`config.mk`:
```
export PLATFORM = sky130hd
export DESIGN_NAME = counter_arbiter_flat
export DESIGN_NICKNAME = d
export VERILOG_FILES = /design/src/rtl/counter_arbiter_pkg.sv /design/src/rtl/counter_arbiter_if.sv /design/src/rtl/counter_arbiter_rr_arbiter.sv /design/src/rtl/counter_arbiter.sv /design/src/flat_wrapper.sv
export SDC_FILE = /design/constraint.sdc
export NUM_CORES = 1
export LEC_CHECK = 0
export ABC_AREA = 1
export BUFFER_PORTS_ARGS = -buffer_cell sky130_fd_sc_hd__buf_2
export CORE_MARGIN = 2
export CORE_UTILIZATION = 53
export DETAILED_ROUTE_END_ITERATION = 8
export PLACE_DENSITY = 0.81
export REMOVE_ABC_BUFFERS = 1
export SYNTH_ARGS = -nofsm -noshare
export SYNTH_HDL_FRONTEND = slang
export SYNTH_HIERARCHICAL = 1
export SYNTH_SLANG_ARGS = --single-unit
```
`constraint.sdc`:
```
create_clock -name clk -period 2.14 [get_ports clk]
set_clock_uncertainty 0.2 [all_clocks]
set_input_delay 0.107 -clock clk [delete_from_list [all_inputs] [get_ports clk]]
set_output_delay 0.107 -clock clk [all_outputs]
set_load 0.05 [all_outputs]
```
`src/rtl/counter_arbiter_pkg.sv`:
```
// Shared types, default sizes and the round-robin search used by the counter arbiter.
package counter_arbiter_pkg;

  typedef enum logic [1:0] {
    IDLE  = 2'd0,
    ISSUE = 2'd1,
    ACK   = 2'd2
  } state_t;

  localparam int N_DEF = 4;
  localparam int M_DEF = 13;

  // Scan from ptr upward, wrapping modulo n; the first set request wins (0 when none).
  function automatic int nxt_rr(input logic [15:0] req, input int ptr, input int n);
    int win;
    int j;
    bit found;
    win   = 0;
    j     = 0;
    found = 1'b0;
    for (int i = 0; i < 16; i++) begin
      if (i < n && !found) begin
        j = (ptr + i) % n;
        if (req[j[3:0]]) begin
          win   = j;
          found = 1'b1;
        end
      end
    end
    return win;
  endfunction

endpackage

```
`src/rtl/counter_arbiter_if.sv`:
```
// Requester/counter-side bundle for counter_arbiter.
// rsp_wrap exists only when COUNTER_ARBITER_WRAP_FLAG_EN is defined.
interface counter_arbiter_if
  import counter_arbiter_pkg::*;
#(
  parameter int N = N_DEF,
  parameter int M = M_DEF,
  parameter int B = $clog2(M)
) ();

  logic [N-1:0] req;
  logic [N-1:0] dir;
  logic [B-1:0] cnt;
  logic         inc;
  logic         dec;
  logic [N-1:0] ack;
  logic [B-1:0] rsp_cnt;
  logic         busy;
`ifdef COUNTER_ARBITER_WRAP_FLAG_EN
  logic         rsp_wrap;

  modport master (output req, dir, cnt, input inc, dec, ack, rsp_cnt, busy, rsp_wrap);
  modport slave  (input req, dir, cnt, output inc, dec, ack, rsp_cnt, busy, rsp_wrap);
`else
  modport master (output req, dir, cnt, input inc, dec, ack, rsp_cnt, busy);
  modport slave  (input req, dir, cnt, output inc, dec, ack, rsp_cnt, busy);
`endif

endinterface

```
`src/rtl/counter_arbiter_rr_arbiter.sv`:
```
// Combinational round-robin picker: request vector plus priority pointer in, one-hot grant and index out.
module rr_arbiter
  import counter_arbiter_pkg::*;
#(
  parameter int N  = N_DEF,
  parameter int IW = (N > 1) ? $clog2(N) : 1
) (
  input  logic [N-1:0]  req,
  input  logic [IW-1:0] ptr,
  output logic [N-1:0]  grant,
  output logic [IW-1:0] idx
);

  always_comb begin
    idx   = IW'(nxt_rr(16'(req), int'(ptr), N));
    grant = '0;
    if (|req) grant[idx] = 1'b1;
  end

endmodule

```
`src/rtl/counter_arbiter.sv`:
```
// Round-robin sharing of one external modulo-M up/down counter among N requesters.
// Optional rsp_wrap output is enabled by defining COUNTER_ARBITER_WRAP_FLAG_EN.
module counter_arbiter
  import counter_arbiter_pkg::*;
#(
  parameter int N = N_DEF,
  parameter int M = M_DEF,
  parameter int B = $clog2(M)
) (
  input  logic              clk,
  input  logic              rst,
  counter_arbiter_if.slave  bus
);

  localparam int IW = (N > 1) ? $clog2(N) : 1;

  localparam logic [1:0] ST_IDLE  = 2'd0;
  localparam logic [1:0] ST_ISSUE = 2'd1;
  localparam logic [1:0] ST_ACK   = 2'd2;

  localparam logic [B-1:0] CNT_MAX = B'(M - 1);

  logic [1:0]    state_q, state_d;
  logic [IW-1:0] ptr_q, ptr_d;
  logic [IW-1:0] gnt_idx_q, gnt_idx_d;
  logic          dir_q, dir_d;
  logic          inc_q, inc_d;
  logic          dec_q, dec_d;
  logic [N-1:0]  ack_q, ack_d;
  logic [B-1:0]  rsp_cnt_q, rsp_cnt_d;
  logic          busy_q, busy_d;
`ifdef COUNTER_ARBITER_WRAP_FLAG_EN
  logic          rsp_wrap_q, rsp_wrap_d;
`endif

  logic [N-1:0]  grant;
  logic [IW-1:0] win_idx;
  logic [B-1:0]  cnt_up;
  logic [B-1:0]  cnt_down;

  rr_arbiter #(.N(N), .IW(IW)) u_rr (
    .req   (bus.req),
    .ptr   (ptr_q),
    .grant (grant),
    .idx   (win_idx)
  );

  // The counter commits the pulse on the same edge that registers ack, so the
  // response is the value the counter is about to hold, wrapped the same way.
  assign cnt_up   = (bus.cnt == CNT_MAX) ? '0 : bus.cnt + 1'b1;
  assign cnt_down = (bus.cnt == '0) ? CNT_MAX : bus.cnt - 1'b1;

  always_comb begin
    state_d   = state_q;
    ptr_d     = ptr_q;
    gnt_idx_d = gnt_idx_q;
    dir_d     = dir_q;
    inc_d     = 1'b0;
    dec_d     = 1'b0;
    ack_d     = '0;
    rsp_cnt_d = '0;
`ifdef COUNTER_ARBITER_WRAP_FLAG_EN
    rsp_wrap_d = 1'b0;
`endif
    case (state_q)
      ST_IDLE: begin
        if (|bus.req) begin
          gnt_idx_d = win_idx;
          dir_d     = |(bus.dir & grant);
          inc_d     = dir_d;
          dec_d     = !dir_d;
          state_d   = ST_ISSUE;
        end
      end
      ST_ISSUE: begin
        ack_d[gnt_idx_q] = 1'b1;
        rsp_cnt_d        = dir_q ? cnt_up : cnt_down;
`ifdef COUNTER_ARBITER_WRAP_FLAG_EN
        rsp_wrap_d       = dir_q ? (bus.cnt == CNT_MAX) : (bus.cnt == '0);
`endif
        state_d          = ST_ACK;
      end
      ST_ACK: begin
        ptr_d   = (gnt_idx_q == IW'(N - 1)) ? '0 : gnt_idx_q + 1'b1;
        state_d = ST_IDLE;
      end
      default: state_d = ST_IDLE;
    endcase
    busy_d = (state_d != ST_IDLE);
  end

  always_ff @(posedge clk or negedge rst) begin
    if (!rst) begin
      state_q    <= ST_IDLE;
      ptr_q      <= '0;
      gnt_idx_q  <= '0;
      dir_q      <= 1'b0;
      inc_q      <= 1'b0;
      dec_q      <= 1'b0;
      ack_q      <= '0;
      rsp_cnt_q  <= '0;
      busy_q     <= 1'b0;
`ifdef COUNTER_ARBITER_WRAP_FLAG_EN
      rsp_wrap_q <= 1'b0;
`endif
    end else begin
      state_q    <= state_d;
      ptr_q      <= ptr_d;
      gnt_idx_q  <= gnt_idx_d;
      dir_q      <= dir_d;
      inc_q      <= inc_d;
      dec_q      <= dec_d;
      ack_q      <= ack_d;
      rsp_cnt_q  <= rsp_cnt_d;
      busy_q     <= busy_d;
`ifdef COUNTER_ARBITER_WRAP_FLAG_EN
      rsp_wrap_q <= rsp_wrap_d;
`endif
    end
  end

  assign bus.inc     = inc_q;
  assign bus.dec     = dec_q;
  assign bus.ack     = ack_q;
  assign bus.rsp_cnt = rsp_cnt_q;
  assign bus.busy    = busy_q;
`ifdef COUNTER_ARBITER_WRAP_FLAG_EN
  assign bus.rsp_wrap = rsp_wrap_q;
`endif

  // The granted requester must keep req up until its ack has been seen.
  req_held_a: assert property (@(posedge clk) disable iff (!rst)
    (state_q != ST_IDLE) |-> bus.req[gnt_idx_q]);

  one_pulse_a: assert property (@(posedge clk) disable iff (!rst) !(inc_q && dec_q));

endmodule
```
`src/flat_wrapper.sv`:
```
// flat-port wrapper written by rule: the top's interface ports become plain ports
module counter_arbiter_flat import counter_arbiter_pkg::*;
#(
  parameter int N = N_DEF,
  parameter int M = M_DEF,
  parameter int B = $clog2(M)
)
  (clk, rst, bus_req, bus_dir, bus_cnt, bus_inc, bus_dec, bus_ack, bus_rsp_cnt, bus_busy);
  counter_arbiter_if #(.N(N), .M(M), .B(B)) bus_i ();
  input  logic clk;
  input  logic rst;
  input wire logic [$bits(bus_i.req)-1:0] bus_req;
  input wire logic [$bits(bus_i.dir)-1:0] bus_dir;
  input wire logic [$bits(bus_i.cnt)-1:0] bus_cnt;
  output wire logic [$bits(bus_i.inc)-1:0] bus_inc;
  output wire logic [$bits(bus_i.dec)-1:0] bus_dec;
  output wire logic [$bits(bus_i.ack)-1:0] bus_ack;
  output wire logic [$bits(bus_i.rsp_cnt)-1:0] bus_rsp_cnt;
  output wire logic [$bits(bus_i.busy)-1:0] bus_busy;
  assign bus_i.req = bus_req;
  assign bus_i.dir = bus_dir;
  assign bus_i.cnt = bus_cnt;
  assign bus_inc = bus_i.inc;
  assign bus_dec = bus_i.dec;
  assign bus_ack = bus_i.ack;
  assign bus_rsp_cnt = bus_i.rsp_cnt;
  assign bus_busy = bus_i.busy;
  counter_arbiter #(.N(N), .M(M), .B(B)) u_core (.clk(clk), .rst(rst), .bus(bus_i));
endmodule
```
# Yosys cells after proc, flatten, opt, wreduce, memory -nomap -nowiden
# Index checks and enable logic that the tools add are counted.
[classes] order_cmp=8 n_bitwise=4 n_addsub=6 mux=37 n_reduce_logical=12 n_eq_ne=4
[ops] operator="$mux 4" n=6
[ops] operator="$mux 2" n=9
[ops] operator="$lt 4x5->1 const B" n=3
[ops] operator="$mux 1" n=15
[ops] operator="$bmux 1 s3" n=3
[ops] operator="$reduce_or 4->1" n=2
[ops] operator="$lt 2x3->1 const B" n=2
[ops] operator="$reduce_or 2->1" n=3
[ops] operator="$lt 2x5->1 const B" n=1
[ops] operator="$add 2x1->2 const B" n=2
[ops] operator="$add 2x2->2 const B" n=2
[ops] operator="$add 4x1->4 const B" n=1
[ops] operator="$and 4x4->4" n=1
[ops] operator="$demux 1 s2" n=2
[ops] operator="$eq 2x2->1 const B" n=2
[ops] operator="$eq 4x4->1 const B" n=1
[ops] operator="$ge 2x1->1 const B" n=2
[ops] operator="$logic_not 4->1" n=1
[ops] operator="$pmux 2 s2" n=1
[ops] operator="$sub 4x1->4 const B" n=1
[ops] operator="$and 1x1->1 const A" n=3
[ops] operator="$bmux 1 s2" n=1
[ops] operator="$eq 2x1->1 const B" n=1
[ops] operator="$logic_and 1x1->1" n=2
[ops] operator="4 further kinds" n=4
[totals] wordCells=80 ff_bits=18 out_inout_bits=11

# Logic depth before layout (Yosys ltp)
[logic_depth] depth_word=21 ltp_mapped=16

# Modules after synthesis
# Netlist, hierarchy kept.
[by_module_without_submodules] mod="counter_arbiter" area_each_um2=884.6 cells_per_inst=103 n_inst=1
[by_module_without_submodules] mod="rr_arbiter" area_each_um2=307.8 cells_per_inst=57 n_inst=1

# Least setup slack after synthesis
# Ideal clock, no wire load.
[synth_path] kind="register to register" startpoint="reg u_core.ptr_q[0]" endpoint="reg u_core.dir_q" path_buffers=1 setup_ns=0.122 arrival_time_ns=1.431 stages_incl_launch_ff=14 synth_period_minus_slack_ns=1.753 setup_slack_ns=0.387 cell_sequence="dfrtp_1 > buf_6 > inv_8 > nand2_1 > nand2_1 > nand2_1 > nor2_4 > o211ai_2 > nand3_1 > nor2_1 > nand2_1 > nand4_1 > nor2_1 > a21oi_1"
[synth_via] elab_chain_cells=18 elab_cells_between_ends=37 cone_classes="3 x add/sub; 2 x order compare; 23 x mux; 4 x bitwise; 5 x reduce/logical"
[synth_lines] element="start: declaration" line_no="counter_arbiter.sv:24" text="logic [IW-1:0] ptr_q, ptr_d;"
[synth_lines] element="start signal: assignment" line_no="counter_arbiter.sv:108" text="ptr_q <= ptr_d;"
[synth_lines] element="$add 2x1->2" line_no="counter_arbiter_pkg.sv:23" text="j = (ptr + i) % n;"
[synth_lines] element="$reduce_or 2->1 (no source line)"
[synth_lines] element="$and 1x1->1 (no source line)"
[synth_lines] element="$bmux 1 s3" line_no="counter_arbiter_pkg.sv:24" text="if (req[j[3:0]]) begin"
[synth_lines] element="$mux 1 (implied by the code)" line_no="counter_arbiter_pkg.sv:24"
[synth_lines] element="$mux 2" line_no="counter_arbiter_pkg.sv:24"
[synth_lines] element="$mux 2" line_no="counter_arbiter_pkg.sv:22" text="if (i < n && !found) begin"
[synth_lines] element="$mux 2" line_no="counter_arbiter_pkg.sv:24"
[synth_lines] element="[... 3 more ...]"
[synth_lines] element="$lt 2x3->1 (implied by the code) / $ge 2x1->1 (equally long branches)" line_no="counter_arbiter_rr_arbiter.sv:17" text="if (|req) grant[idx] = 1'b1;"
[synth_lines] element="$logic_and 1x1->1 (implied by the code)" line_no="counter_arbiter_rr_arbiter.sv:17"
[synth_lines] element="$mux 1 (implied by the code)" line_no="counter_arbiter_rr_arbiter.sv:17"
[synth_lines] element="$demux 1 s2 *" line_no="counter_arbiter_rr_arbiter.sv:17"
[synth_lines] element="$mux 4 *" line_no="counter_arbiter_rr_arbiter.sv:17"
[synth_lines] element="net u_core.grant[0]" line_no="counter_arbiter.sv:36" text="logic [N-1:0] grant;"
[synth_lines] element="$and 4x4->4 *" line_no="counter_arbiter.sv:69" text="dir_d = |(bus.dir & grant);"
[synth_lines] element="$reduce_or 4->1 *" line_no="counter_arbiter.sv:69"
[synth_lines] element="end signal: assignment" line_no="counter_arbiter.sv:110" text="dir_q <= dir_d;"
[synth_lines] element="end: declaration" line_no="counter_arbiter.sv:26" text="logic dir_q, dir_d;"
# Mark *: on every way through the listed nets, which the timed path passes. The rest lies on a longest branch. The select of a mux whose other input is x is not followed.
# A chain may end at the register's enable or synchronous reset.

# Worst setup path after layout
[layout_path] startpoint="reg u_core.ptr_q[1]" endpoint="reg u_core.dir_q"
# Same word-level chain as after synthesis.

==> results.yml <==
routing:
  wirelength_mm: 2.378
  vias_per_cell: 4.946
  drt-pass1-iter-count: 4
  drt_iter0_drc: 12
  ant_nets: 0
  drc: 0
  detail_route.wl_per_cell_um: 10.71
  num_vias: 1098
global_routing:
  grt_max_degree: 19
  grt_pass1_vias: 1065
  antenna_found_initial: 0
  track_usage: 0.2140
  grt_overflow: 0
  grt_pass1_wl_mm: 4.195
pwr:
  power.internal_w: 0.0009653
  pwr_density_cell_nw_per_um2: 1423
  p_leak_nw: 0.8057
  p_sw_frac: 0.5303
  peakVddDrop_v: 0.0007932
  p_switching_w: 0.001090
  p_seq_frac: 0.292
  clock_power_share: 0.099
  comb_power_share: 0.609
logic_synthesis:
  synth_top_cell_area_share: 0.3778
  synth.distinct_cells: 26
  synth_commonest_cells: "nand2_1, inv_1, dfrtp_1, nor2_1, nand2_2"
  synth.avg_cell_area_um2: 7.452
  synth_area_leaders: "dfrtp_1, nand2_1, inv_1"
  synth_edf_count: 0
  yosysTopAreaCell: "dfrtp_1"
  ys.flop_type: "dfrtp_1"
  postSynthCellCount: 160
  synthMostInstantiatedCell: "nand2_1"
  yosys_warnings: 6
  yosysSeqAreaShare: 0.3778
  ys_seq_elements: 18
  synth_area_um2: 1192
  async_flop_share: 1.000
placement:
  dp_hpwl_mm: 1.847
  place_congestion: 0.7985
  dpl.cell_count: 211
  portBuffers: 24
  pre_cts_ws_ns: 0.08463
cells_and_area:
  antennaDiodeCount: 0
  fill_cells: 184
  finalNetCount: 215
  drive_gt1_frac: 0.2938
  final_cells: 222
  areaGrowthSynthToFinish_pct: 21.09
floorplanning:
  rows: 17
  die_x_um: 51.43
  initial_core_util: 0.5496
  ios: 25
  die_area_um2: 2645
  core_area_um2: 2170
  die-height_um: 51.43
worst_setup_path:
  slowest_stage: "dfrtp_1"
  crit_required_ns: 2.16
  worstSetupPathType: "register to register"
  critPathMaxStageDelay_ns: 0.46
  crit_start: "u_core/ptr_q[1]$_DFFE_PN0N_"
  cp.arrival_ns: 1.99
  critPathTopFamily: "simple AND/OR/NAND/NOR gates"
  worst_setup_path_start_kind: "register"
  worst-r2r-setup-slack_ns: 0.17
  cp-end-kind: "register"
  crit_buf_inv: 1
  cp_max_fo: 5
  cp_cell_sequence: "inv_2, nand2_1, nand2_2, nand2_2, nand2_4, nand2_1, nand2_1, nand2_1, nand2_2, nand3_1, nor2_1, nand2_1, nand4_1, nor2_1, a21oi_1"
  r2r_start: "u_core/ptr_q[1]$_DFFE_PN0N_"
  cpMostUsedCell: "nand2_1"
clock_network:
  cts_buffers: 3
  post_cts.repair.setup_buffers: 0
  clk_latency_ns: 0.29
  clock_path_buffers: 2
  numClockSinks: 18
  cts_htree_levels: 1
  cts_tree: "built"
  path_clk_slew_ns: 0.10
  ctsRootBufferMaster: "clkbuf_4"
sta:
  timing.hold.ws_ns: 0.01080
  setup_tns_ns: 0
  rsz0062_at_grt: "no"
  max_freq_mhz: 508.0
  slew_violations: 0
  relSlewSlack: 0.7360
  worst_pin_slew_ns: 0.3960
  setup_ws_ns: 0.1716
  period_minus_slack_ns: 1.968
  finalCritPeriodShare: 0.9198
  hold_viol_final: 0
  finalSetupViolations: 0
hold_path:
  holdCritStartpoint: "bus_req[1]"
  hold_class: "input port to register"
flow_run:
  drv_cap: 0
run_status:
  status: "complete, no violations"
==> repair_timing <==
action | CTS | global route
hold buffers | 7 | 0
hold endpoints to repair | 22 | 0
endpoints found under the setup margin | 0 | 3
resized for setup | 0 | 1
==> state kept, by name (all words and copies together) (netlist names) <==
register and count:
u_core/bus.ack 4, u_core/bus.rsp_cnt 4, u_core/gnt_idx_q 2, u_core/ptr_q 2, u_core/state_q 2, u_core/bus.busy 1
u_core/bus.dec 1, u_core/bus.inc 1, u_core/dir_q 1
==> worst paths after layout <==
check / end / cells after the start
max: u_core/dir_q$_DFFE_PN0P_ / 15
min: u_core/bus.busy$_DFF_PN0_ / 5
max reg2reg: u_core/dir_q$_DFFE_PN0P_ / 15
min reg2reg: u_core/state_q[1]$_DFF_PN0_ / 1
max in group asynchronous: u_core/ptr_q[0]$_DFFE_PN0N_ / 2
min in group asynchronous: u_core/bus.ack[3]$_DFF_PN0_ / 2
==> final cells by class <==
type                            count  area (um2)  area share
Inverter                           28       112.6     0.07799
Timing Repair Buffer               31       190.2      0.1317
Multi-Input combinational cell    113       618.1      0.4281
Clock buffer                        4       36.28     0.02513
Tap cell                           28       35.03     0.02426
Sequential cell                    18       451.7      0.3128
==> layer usage <==
layer / global-route usage / share of wire / up-vias
met1: 0.2331 / 0.39 / 502
met5: 0 / 0 / -
met2: 0.3868 / 0.54 / 30
met4: 0.1228 / 0.024 / 0
li1: - / - / 558
met3: 0.03509 / 0.042 / 8
==> metrics by stage <==
stage	total power, W	utilization	cell area, um2
global route	0.002239	0.6655	1444
global placement	0.001799	0.6159	1336
floorplan	0.001588	-	1181
detailed placement	0.001842	0.6159	1336
CTS	0.002064	0.6649	1443
finish	0.002055	0.6655	1444
==> power groups by stage <==
stage / registers [W] / logic (W) / clock network, W
after floorplan: 0.000831 / 0.000757 / 0
after global placement: 0.000595 / 0.00120 / 0
after detailed placement: 0.000602 / 0.00124 / 0
after CTS: 0.000595 / 0.00125 / 0.000214
after global routing: 0.000618 / 0.00139 / 0.000229
final: 0.000600 / 0.00125 / 0.000203
==> placed cells by master (no fill, tap or decap) <==
cell           netlist  final
o211ai_1             1      1
nor3_1               1      1
nor2_1              18     18
and2_1               3      3
nand2_1             45     45
dfrtp_2              0      1
nand2_4              2      2
dfrtp_1             18     17
a21oi_4              1      1
nor2_4               2      2
o21ai_1              3      3
ha_1                 6      6
nor2_2               2      2
o31ai_2              1      1
inv_8                1      1
o21ai_0              1      1
o211ai_2             1      1
nand3_2              1      1
nand2_2              9      9
nand4_1              2      2
dlygate4sd3_1        0      7
inv_1               21     21
nand3_1              7      7
clkbuf_8             0      1
buf_2                0     24
a21oi_1              5      5
inv_2                6      6
clkbuf_4             0      3
a21oi_2              1      1
o21ai_2              1      1
==> logic make-up after synthesis <==
kind of cell / count (synthesis) / share of synthesized area
and+or+nand+nor: 92 / 0.3620
buffers and inverters: 29 / 0.1039
DFF: 18 / 0.3778
AOI/OAI and AO/OA: 15 / 0.09338
adders and majority gates: 6 / 0.06296
==> tightest hold or removal path: cells and delay by family <==
kind | cells | cell delay, ns
and+or+nand+nor | 4 | 0.28
buffers and inverters | 1 | 0.08
No activity file was read; power rests on OpenSTA's default activity.
